<file path="config.mk">
export PLATFORM = sky130hd
export DESIGN_NAME = regfile_mp_sb
export DESIGN_NICKNAME = d
export VERILOG_FILES = /design/src/rtl/regfile_mp_sb.sv
export SDC_FILE = /design/constraint.sdc
export NUM_CORES = 2
export LEC_CHECK = 0
export CAP_MARGIN = 25
export CORE_ASPECT_RATIO = 1.5
export CORE_UTILIZATION = 55
export CTS_CLUSTER_DIAMETER = 200
export CTS_CLUSTER_SIZE = 8
export DETAILED_ROUTE_END_ITERATION = 8
export PLACE_DENSITY = 0.73
export SLEW_MARGIN = 20
export SYNTH_ARGS = -nofsm -noshare
export SYNTH_HDL_FRONTEND = slang
export SYNTH_SLANG_ARGS = --single-unit
</file>
<file path="constraint.sdc">
create_clock -name clk -period 34.8 [get_ports clk]
set_input_delay 8.7 -clock clk [delete_from_list [all_inputs] [get_ports clk]]
set_output_delay 8.7 -clock clk [all_outputs]
set_load 0.01 [all_outputs]
</file>
<file path="src/rtl/regfile_mp_sb.sv">
// Multi-read-port integer register file with two write ports and a per-register busy scoreboard.
// Latency: reads are combinational (zero cycles); writes and scoreboard updates land on the next rising edge.
// Backpressure: none; every port is accepted every cycle, and stalling is left to decode via rd_busy.
//
// Ports:
//   clk, rst              clock, asynchronous active-high reset (clears all data and busy bits)
//   rd_addr / rd_data     NRD packed read ports, port i at [i*AW +: AW] / [i*XLEN +: XLEN]
//   rd_busy               scoreboard bit of each read port's register
//   wa_*                  write port A (ALU writeback), never touches the scoreboard
//   wb_*                  write port B (load writeback), wins over A and clears the busy bit
//   sb_set_en/addr        mark a register busy when a load issues (wins over a same-cycle clear)
//   busy_cnt              population count of busy registers
//
// Optional build macro REGFILE_BYPASS_EN: forwards same-cycle write data (B over A) and
// same-cycle port-B busy clears to the read ports. Undefined by default.
module regfile_mp_sb #(
  parameter  int XLEN  = 32,
  parameter  int NREGS = 32,
  parameter  int NRD   = 2,
  localparam int AW    = $clog2(NREGS)
) (
  input  logic                clk,
  input  logic                rst,
  input  logic [NRD*AW-1:0]   rd_addr,
  output logic [NRD*XLEN-1:0] rd_data,
  output logic [NRD-1:0]      rd_busy,
  input  logic                wa_en,
  input  logic [AW-1:0]       wa_addr,
  input  logic [XLEN-1:0]     wa_data,
  input  logic                wb_en,
  input  logic [AW-1:0]       wb_addr,
  input  logic [XLEN-1:0]     wb_data,
  input  logic                sb_set_en,
  input  logic [AW-1:0]       sb_set_addr,
  output logic [AW:0]         busy_cnt
);

  logic [XLEN-1:0]  mem [NREGS];
  logic [NREGS-1:0] busy;
  logic [AW-1:0]    ra;

  // Entry 0 is reset and then never written, so it stays hard zero and never busy.
  always_ff @(posedge clk or posedge rst) begin
    if (rst) begin
      for (int r = 0; r < NREGS; r++) begin
        mem[r] <= '0;
      end
      busy <= '0;
    end else begin
      for (int r = 1; r < NREGS; r++) begin
        // Port B is the load path and takes the register on an address collision.
        if (wb_en && wb_addr == AW'(r)) begin
          mem[r] <= wb_data;
        end else if (wa_en && wa_addr == AW'(r)) begin
          mem[r] <= wa_data;
        end
        // A new load issuing to a register must not be lost to the retiring load's clear.
        if (sb_set_en && sb_set_addr == AW'(r)) begin
          busy[r] <= 1'b1;
        end else if (wb_en && wb_addr == AW'(r)) begin
          busy[r] <= 1'b0;
        end
      end
    end
  end

  always_comb begin
    rd_data = '0;
    rd_busy = '0;
    ra      = '0;
    for (int p = 0; p < NRD; p++) begin
      ra = rd_addr[p*AW +: AW];
      if (ra != '0) begin
        rd_data[p*XLEN +: XLEN] = mem[ra];
        rd_busy[p]              = busy[ra];
`ifdef REGFILE_BYPASS_EN
        // Forwarding is suppressed while in reset so the outputs read as cleared state.
        if (!rst) begin
          if (wb_en && wb_addr == ra) begin
            rd_data[p*XLEN +: XLEN] = wb_data;
            if (!(sb_set_en && sb_set_addr == ra)) begin
              rd_busy[p] = 1'b0;
            end
          end else if (wa_en && wa_addr == ra) begin
            rd_data[p*XLEN +: XLEN] = wa_data;
          end
        end
`endif
      end
    end
  end

  always_comb begin
    busy_cnt = '0;
    for (int r = 0; r < NREGS; r++) begin
      busy_cnt = busy_cnt + {{AW{1'b0}}, busy[r]};
    end
  end

endmodule

</file>
==> impl_metrics.toml <==
[power]
leakage_nw = 31.8
ir_worst_vdd_v = 0.000223
finalPower_mw = 4.72
p_per_area_mw_per_mm2 = 66.8

[sta]
finalHoldViolCount = 0
max_freq_ghz = 0.0441
period_needed_ps = 22690
worstMarginPinSlew_ps = 1240
maxSlewHeadroom_pct = 17.2
setup_viol = 0
worst_slack_ps = 12110
timing.final.crit_share_pct = 65.2
fin_skew_ps = 0
fin_tns_setup_ps = 0
rsz0062_at_grt = "false"
final_max_slew_viol_count = 0

[global_routing]
grt_max_degree = 179
grt_antenna_before_repair = 12
grt_usage_pct = 41.3
overflow = 0
first_global_vias = 55600
grt_pass1_wl_mm = 361

[cells_and_area]
nNetsFinal = 6478
fin_area_mm2 = 0.0707
utilization_pct = 60.8
drive_gt1_share_pct = 11.4
area_growth_pct = 9.55
regArea_mm2 = 0.0256
multi_input_area_mm2 = 0.0359
fill_cells = 9558

[hold_path]
min_path_cells = 1
min-delay-start = "busy[15]$_DFFE_PP0P_"
hold_path.class = "flip-flop to flip-flop"

[worst_setup_path]
path_class = "input pin to output port"
reg2reg_depth = 2
critPathMaxStageDelay_ps = 940
critPathMaxFanout = 54
cpMostUsedCell = "buf_4"
arrival_ps = 13990
crit_start = "rd_addr[1]"
path_depth = 9
end_kind = "output port"
worst_ep_required_time_ps = 26100
worstSetupStartpointType = "input pin"
crit_buf_inv = 5
cpMaxStageDelayCell = "buf_4"
cp_cell_sequence = "buf_8, buf_4, buf_4, buf_4, mux4_2, mux2_2, o22ai_1, nor3_1, clkdlybuf4s50_1"
r2r-start = "mem[216]$_DFFE_PP0P_"
crit_family = "buffers and inverters"

[logic_synthesis]
synth_top_family_by_area = "multiplexers"
synth_common_cells = "1593 x mux2i_1, 1023 x dfrtp_1, 544 x nor2_1"
synth_edf_count = 0
syn-cell-area_mm2 = 0.0645
synth_fa_ha_area_share_pct = 0.869
synth.distinct_cells = 51
synth_ff_type = "dfrtp_1"
synth_top_area_share_pct = 39.7
synth_area_leader_cell = "dfrtp_1"
synthXorXnorAreaFrac_pct = 0.0407
synth_compound_area_share_pct = 13.1
synth_simple_gate_area_share_pct = 8.86
async_flop_share_pct = 100
yosysWarnings = 33
synth-seq-area-share_pct = 39.7
yosys_register_bits = 1023
synth_fp_nets = 6747
synth.mux.area_fraction_pct = 32.1
synthCells = 6622
avgSynthCellArea_um2 = 9.74
synth.top_cells.by_area = "dfrtp_1 40%, mux2i_1 25%, mux4_2 4.6%"
synth.most_common_cell = "mux2i_1"

[routing]
vias = 55800
drtIter0Drc = 7324
drcViolationCount = 0
drt.antenna.violating_nets = 0
routedWlPerCell_um = 31.1
drt-total-wl_mm = 247
vias_per_cell = 7.05
first_pass_iters = 9

[placement]
dpl_cell_area_mm2 = 0.0666
detailed_place_hpwl_mm = 135
port_buffers = 165
gp_congestion = 0.942
dp_slack_ps = 12560

[floorplan]
coreArea_mm2 = 0.116
dieArea_mm2 = 0.119
ios = 166
start_util_pct = 55.5
die_h_um = 421
num_rows = 153
die_x_um = 282

[clock_tree]
h-tree-depth = 4
ctsHoldBuffers = 0
clkLatencyLatePin_ps = 770
path_clk_slew_ps = 50
clockBufferDepth = 3
clkSinkCount = 1023
cts_resized = 0
cts-root-buf = "clkbuf_16"
cts_tree = "built"
cts_setup_buffers = 0
cts_made_buffers = 145

[run_status]
status = "finished clean"

[job]
cap_violations = 0
path summary, 6_finish.rpt:
path / end / slack [ps]
max: rd_data[14] / 12110
min: busy[15]$_DFFE_PP0P_ / 550
max reg2reg: mem[216]$_DFFE_PP0P_ / 33950
min reg2reg: busy[15]$_DFFE_PP0P_ / 550
max in group asynchronous: mem[933]$_DFFE_PP0P_ / 22720
min in group asynchronous: mem[480]$_DFFE_PP0P_ / 8300
where the power goes:
part	internal [mW]	switching [mW]	total [mW]	leakage (nW)
registers	1.51	0.264	1.77	12.4
logic	0.834	0.821	1.66	17.5
clock network	0.765	0.526	1.29	1.90
total	3.11	1.61	4.72	31.8
cell type report:
| cell class | count | area share, % |
|---|---|---|
| Multi-Input combinational cell | 4797 | 50.8 |
| Sequential cell | 1023 | 36.2 |
| Clock buffer | 154 | 5.42 |
| Timing Repair Buffer | 346 | 4.53 |
| Tap cell | 1550 | 2.74 |
| Inverter | 40 | 0.218 |
| Clock inverter | 4 | 0.0496 |
| Antenna cell | 9 | 0.0319 |
logic make-up after synthesis:
family / after synthesis
adders and majority gates: 31
DFF: 1023
and+or+nand+nor: 1387
buffers and inverters: 802
AOI/OAI and AO/OA: 1492
muxes: 1884
xor gates and xnor gates: 3
placed cells by master, fill, tap and decap left out, types with 5 or more instances in the layout:
master	count
ha_1	8
nor2b_4	5
dfrtp_1	1023
clkdlybuf4s50_1	158
inv_1	38
o21ai_0	427
mux2i_1	1593
buf_4	166
nand2b_1	11
a221oi_1	129
nor2_4	20
nor2b_1	9
nand2_4	13
or2_2	5
mux2_2	159
fa_1	23
o22ai_1	329
nand2_1	507
clkbuf_16	153
a21oi_1	515
nor2_1	524
buf_12	11
o21ai_1	73
mux4_2	132
nand2_2	17
nor3_1	230
diode_2	9
flip-flops by register name, indices dropped and copies added (netlist names):
register  cells
mem         992
busy         31
per-layer routing:
metal  vias to the layer above  global-route usage, %  share of wire [%]
met2                      4339                   62.3                 44
met3                      1381                   11.2                 12
li1                      23300                      -                  -
met4                         6                   34.9                9.8
met1                     26800                   48.8                 34
met5                         -                      0              0.014
metrics by stage:
| stage | hold slack [ps] | std cells |
|---|---|---|
| 3_3_place_gp | 520 | 7743 |
| 5_1_grt | 572 | 7923 |
| 6_report | 550 | 7923 |
| 2_1_floorplan | 491 | 6622 |
| 4_1_cts | 550 | 7902 |
| 3_5_place_dp | 540 | 7744 |
No activity file was read; power rests on OpenSTA's default activity.
